===== src/rtl/handshake_coef_pkg.sv =====
// rtl/handshake_coef_pkg.sv - shared coefficient table, state type and index-width helper for handshake_coef_sequencer
package handshake_coef_pkg;

  localparam int COEF_W     = 12;
  localparam int COEF_DEPTH = 16;

  // Sequencer states: IDLE waits for a control token, BURST streams the table.
  typedef enum logic {
    IDLE  = 1'b0,
    BURST = 1'b1
  } seq_state_t;

  // tanh soft-clip polynomial coefficients; unused tail entries are zero.
  localparam logic [COEF_W-1:0] COEF_TABLE [COEF_DEPTH] = '{
    12'hFAF, 12'h040, 12'h800, 12'h155,
    12'h000, 12'h000, 12'h000, 12'h000,
    12'h000, 12'h000, 12'h000, 12'h000,
    12'h000, 12'h000, 12'h000, 12'h000
  };

  // Index width for a burst of n coefficients; never narrower than one bit.
  function automatic int idx_width(input int n);
    return (n <= 1) ? 1 : $clog2(n);
  endfunction

endpackage


===== src/rtl/handshake_coef_rom.sv =====
// rtl/handshake_coef_rom.sv - combinational coefficient lookup, kept apart so the table can be regenerated
module handshake_coef_rom
  import handshake_coef_pkg::*;
#(
  parameter int DATA_WIDTH = 12,
  parameter int IDX_WIDTH  = 2
) (
  input  logic [IDX_WIDTH-1:0]  i_idx,
  output logic [DATA_WIDTH-1:0] o_coef
);

  logic [3:0] w_addr;

  assign w_addr = 4'(i_idx);

  // Pure table lookup; no state lives here.
  always_comb begin
    o_coef = DATA_WIDTH'(COEF_TABLE[w_addr]);
  end

endmodule


===== src/rtl/handshake_coef_sequencer.sv =====
// rtl/handshake_coef_sequencer.sv - per-token coefficient burst source; HANDSHAKE_COEF_SEQ_LAST_EN adds outs_last
module handshake_coef_sequencer
  import handshake_coef_pkg::*;
#(
  parameter int DATA_WIDTH = 12,
  parameter int NUM_COEF   = 4
) (
  input  logic                  clk,
  input  logic                  rst,
  input  logic                  ctrl_valid,
  output logic                  ctrl_ready,
  output logic [DATA_WIDTH-1:0] outs,
  output logic                  outs_valid,
  input  logic                  outs_ready,
  output logic                  busy
`ifdef HANDSHAKE_COEF_SEQ_LAST_EN
  ,
  output logic                  outs_last
`endif
);

  localparam int IDX_WIDTH = idx_width(NUM_COEF);
  localparam logic [IDX_WIDTH-1:0] LAST_IDX = IDX_WIDTH'(NUM_COEF - 1);

  seq_state_t           r_state;
  logic [IDX_WIDTH-1:0] r_idx;
  logic                 r_outs_valid;
  logic                 r_busy;

  logic w_last_beat;
  logic w_ctrl_ready;
  logic w_ctrl_fire;
  logic w_outs_fire;

  assign w_last_beat = (r_idx == LAST_IDX);

  // Accept a token when idle, or on the last beat being taken so bursts chain without a bubble.
  always_comb begin
    w_ctrl_ready = 1'b0;
    if (!rst) begin
      w_ctrl_ready = (r_state == IDLE) ||
                     ((r_state == BURST) && w_last_beat && outs_ready);
    end
  end

  assign w_ctrl_fire = ctrl_valid && w_ctrl_ready;
  assign w_outs_fire = r_outs_valid && outs_ready;

  // Burst FSM: idx only moves on an output handshake, so outs is stable under backpressure.
  always_ff @(posedge clk) begin
    if (rst) begin
      r_state      <= IDLE;
      r_idx        <= '0;
      r_outs_valid <= 1'b0;
      r_busy       <= 1'b0;
    end else begin
      case (r_state)
        IDLE: begin
          if (w_ctrl_fire) begin
            r_state      <= BURST;
            r_idx        <= '0;
            r_outs_valid <= 1'b1;
            r_busy       <= 1'b1;
          end
        end
        BURST: begin
          if (w_outs_fire) begin
            if (!w_last_beat) begin
              r_idx <= r_idx + IDX_WIDTH'(1);
            end else if (w_ctrl_fire) begin
              r_idx <= '0;
            end else begin
              r_state      <= IDLE;
              r_idx        <= '0;
              r_outs_valid <= 1'b0;
              r_busy       <= 1'b0;
            end
          end
        end
        default: begin
          r_state      <= IDLE;
          r_idx        <= '0;
          r_outs_valid <= 1'b0;
          r_busy       <= 1'b0;
        end
      endcase
    end
  end

  handshake_coef_rom #(
    .DATA_WIDTH (DATA_WIDTH),
    .IDX_WIDTH  (IDX_WIDTH)
  ) u_rom (
    .i_idx  (r_idx),
    .o_coef (outs)
  );

  assign ctrl_ready = w_ctrl_ready;
  assign outs_valid = r_outs_valid;
  assign busy       = r_busy;

`ifdef HANDSHAKE_COEF_SEQ_LAST_EN
  assign outs_last = r_outs_valid && w_last_beat;
`endif

endmodule


===== config.mk =====
export PLATFORM = sky130hd
export DESIGN_NAME = handshake_coef_sequencer
export DESIGN_NICKNAME = d
export VERILOG_FILES = /design/src/rtl/handshake_coef_pkg.sv /design/src/rtl/handshake_coef_rom.sv /design/src/rtl/handshake_coef_sequencer.sv
export SDC_FILE = /design/constraint.sdc
export NUM_CORES = 1
export LEC_CHECK = 0
export BUFFER_PORTS_ARGS = -buffer_cell sky130_fd_sc_hd__buf_2
export CORE_AREA = 5 5 42 44
export CTS_BUF_LIST = sky130_fd_sc_hd__clkbuf_8
export DETAILED_ROUTE_END_ITERATION = 6
export DIE_AREA = 0 0 47 49
export HOLD_SLACK_MARGIN = 0.15
export PLACE_DENSITY_LB_ADDON = 0.2
export RECOVER_POWER = 50
export SETUP_SLACK_MARGIN = 0.1
export SYNTH_ARGS = -nofsm -noshare
export SYNTH_HDL_FRONTEND = slang
export SYNTH_HIERARCHICAL = 1
export SYNTH_SLANG_ARGS = --single-unit

===== constraint.sdc =====
create_clock -name clk -period 1.8 [get_ports clk]
set_input_delay 0.36 -clock clk [delete_from_list [all_inputs] [get_ports clk]]
set_output_delay 0.36 -clock clk [all_outputs]
set_load 0.02 [all_outputs]

==> metrics.txt <==
HP Class in2reg; DP Worst Slack 329 ps; RSZ-0062 raised after global routing false; count of different cell masters after synthesis 15; Synth top area share 25.9%; CP peak stage delay 360 ps; Min-Delay Path Depth 2; Die W 47 microns; routability cong. 0.766; fraction of registers with async set/reset 0%; min Tclk post-route 1620 ps; via-per-instance ratio 4.14; iteration-0 DRC count of the detailed router 3; number of non-filler instances in the completed layout 65; leak pwr 0.155 nW; crit end category primary output; Clock Path Buffers 2; Mapped Area 309 sq um; latest clock arrival within the worst-skew pair 210 ps; wire length per cell 9.14 microns; CTS buffer count 3; Layout area overhead 25.9%; largest delay contributor family on the critical path flip-flops; # clock sinks 4; CTS tree done; Design Power 0.315 mW; Initial Util 22.1%; core box area 1400 sq um; Row Count 14; most frequent cell after synthesis buf_4; largest net degree at the start of global routing 8; Tcrit/Tclk final 90.1%; H-tree Lvls 1; slowest CP cell dfxtp_2; Die Y 49 microns; critical path class reg2out; I/O Pins 19; crit path cell chain inv_1, ha_1, or2_1, buf_2; Post-route DRC 0; Crit Path Max Fanout 7; fmax 617 MHz; first-pass GRT wire length 903 microns; worst path buffer plus inverter count 2; Yosys top cell by area dfxtp_1; antenna cells 0; antenna-violating nets left 0; FF+latch count, synth 4; CTS Root Cell clkbuf_8; mean post-synth cell area 8.35 sq um; R2R depth 3; Commonest cells post-synth buf_4 (9), a21oi_1 (4), dfxtp_1 (4), ha_1 (4), inv_1 (4); Yosys warning total 6; total grt overflow 0; vias in the first global route 225; Post-Syn Nets 45; Mapped Cells 37; Total Wirelength 594 microns; Seq/Total Area, Yosys 25.9%; fin. max-slew vios 0; HPWL after DPL 479 microns; CP Launch Type register; dpl cells 62; final clock skew 1.30 ps; worst rel slew slack 83.0%; Crit path depth 4; EDFF count, synth 0; gr usage total 5.98%; share of layout cells above drive strength 1 38.8%; max_cap viols 0; via count 269; buffer count from post-CTS setup fixing 0; Main synth FF type dfxtp_1; # hold bufs at CTS 0; CP Data Required Time 1440 ps; nets 59; Hold Vio Cnt, Final 0; die footprint 2300 sq um; DR pass1 iterations 3; clk slew on worst S/H paths 30 ps; status completed; setup_tns 0 ps; Area contributors post-synth dfxtp_1 (26%), buf_4 (22%), ha_1 (16%); Crit path arrival time 1260 ps; Final Worst Setup Slack 178 ps; Peak VDD IR 0.337 mV; initial antenna violation count 0; power per cell area 808 nW/um^2; Worst-Margin Slew 257 ps; number of I/O port buffers 18; # setup viols final 0
## kinds of logic (layout without fill, tap and decap cells)
family | Yosys count | in the layout | synth area share, %
and+or+nand+nor | 11 | 11 | 22.3
buffers and inverters | 13 | 25 | 26.7
DFF | 4 | 4 | 25.9
adders and majority gates | 4 | 4 | 16.2
AOI/OAI and AO/OA | 5 | 5 | 8.91
## timing repair
item | 4_1_cts | 5_1_grt
gates cloned | 0 | 0
resized for setup | 1 | 1
endpoints found under the setup margin | 1 | 1
## per-stage QoR
stage | utilization, % | hold WS, ps | instance area, sq um
finish | 27.8 | 366 | 389
CTS | 28.1 | 361 | 394
floorplan | - | 429 | 309
global placement | 25.1 | 525 | 352
global route | 27.8 | 375 | 389
detailed placement | 25.1 | 517 | 352
## flip-flops by register name (all words and copies together), names as in the netlist
signal / cells
r_idx: 2
r_state: 1
busy: 1
## layout by cell type (no fill, tap or decap), types with 2 or more instances in the layout
cell and instances:
dfxtp_2 2, dfxtp_1 2, inv_1 4, ha_1 4
a21oi_1 4, clkbuf_1 5, nand3_1 3, clkbuf_8 3
buf_2 13
## routing by layer
metal  wire length (microns)  vias to the layer above  global-route usage [%]
met3                      92                        4                    3.69
met1                     241                      111                    6.36
met4                      29                        0                    6.91
li1                        -                      140                       -
met2                     231                       14                    7.01
met5                       0                        -                       0
## path summary, 6_finish.rpt
kind,start,to,slack (ps)
max,r_idx[0],outs[11],180
min,rst,r_idx[0],370
max reg2reg,r_idx[0],r_idx[0],530
min reg2reg,r_idx[1],r_idx[1],510
## area by class of cell
type	instances	area, sq um
clock buffers	3	41.3
fillers	168	1010
inverters	4	15.0
multi-input cells	20	146
flip-flops and latches	4	82.6
well taps	16	20.0
repair buffers	18	83.8
## power by group
| group | switching (mW) | internal [mW] | total (mW) |
|---|---|---|---|
| registers | 0.00561 | 0.0931 | 0.0987 |
| clock network | 0.0418 | 0.142 | 0.184 |
| logic | 0.0207 | 0.0112 | 0.0319 |
No activity file was read; power rests on OpenSTA's default activity.
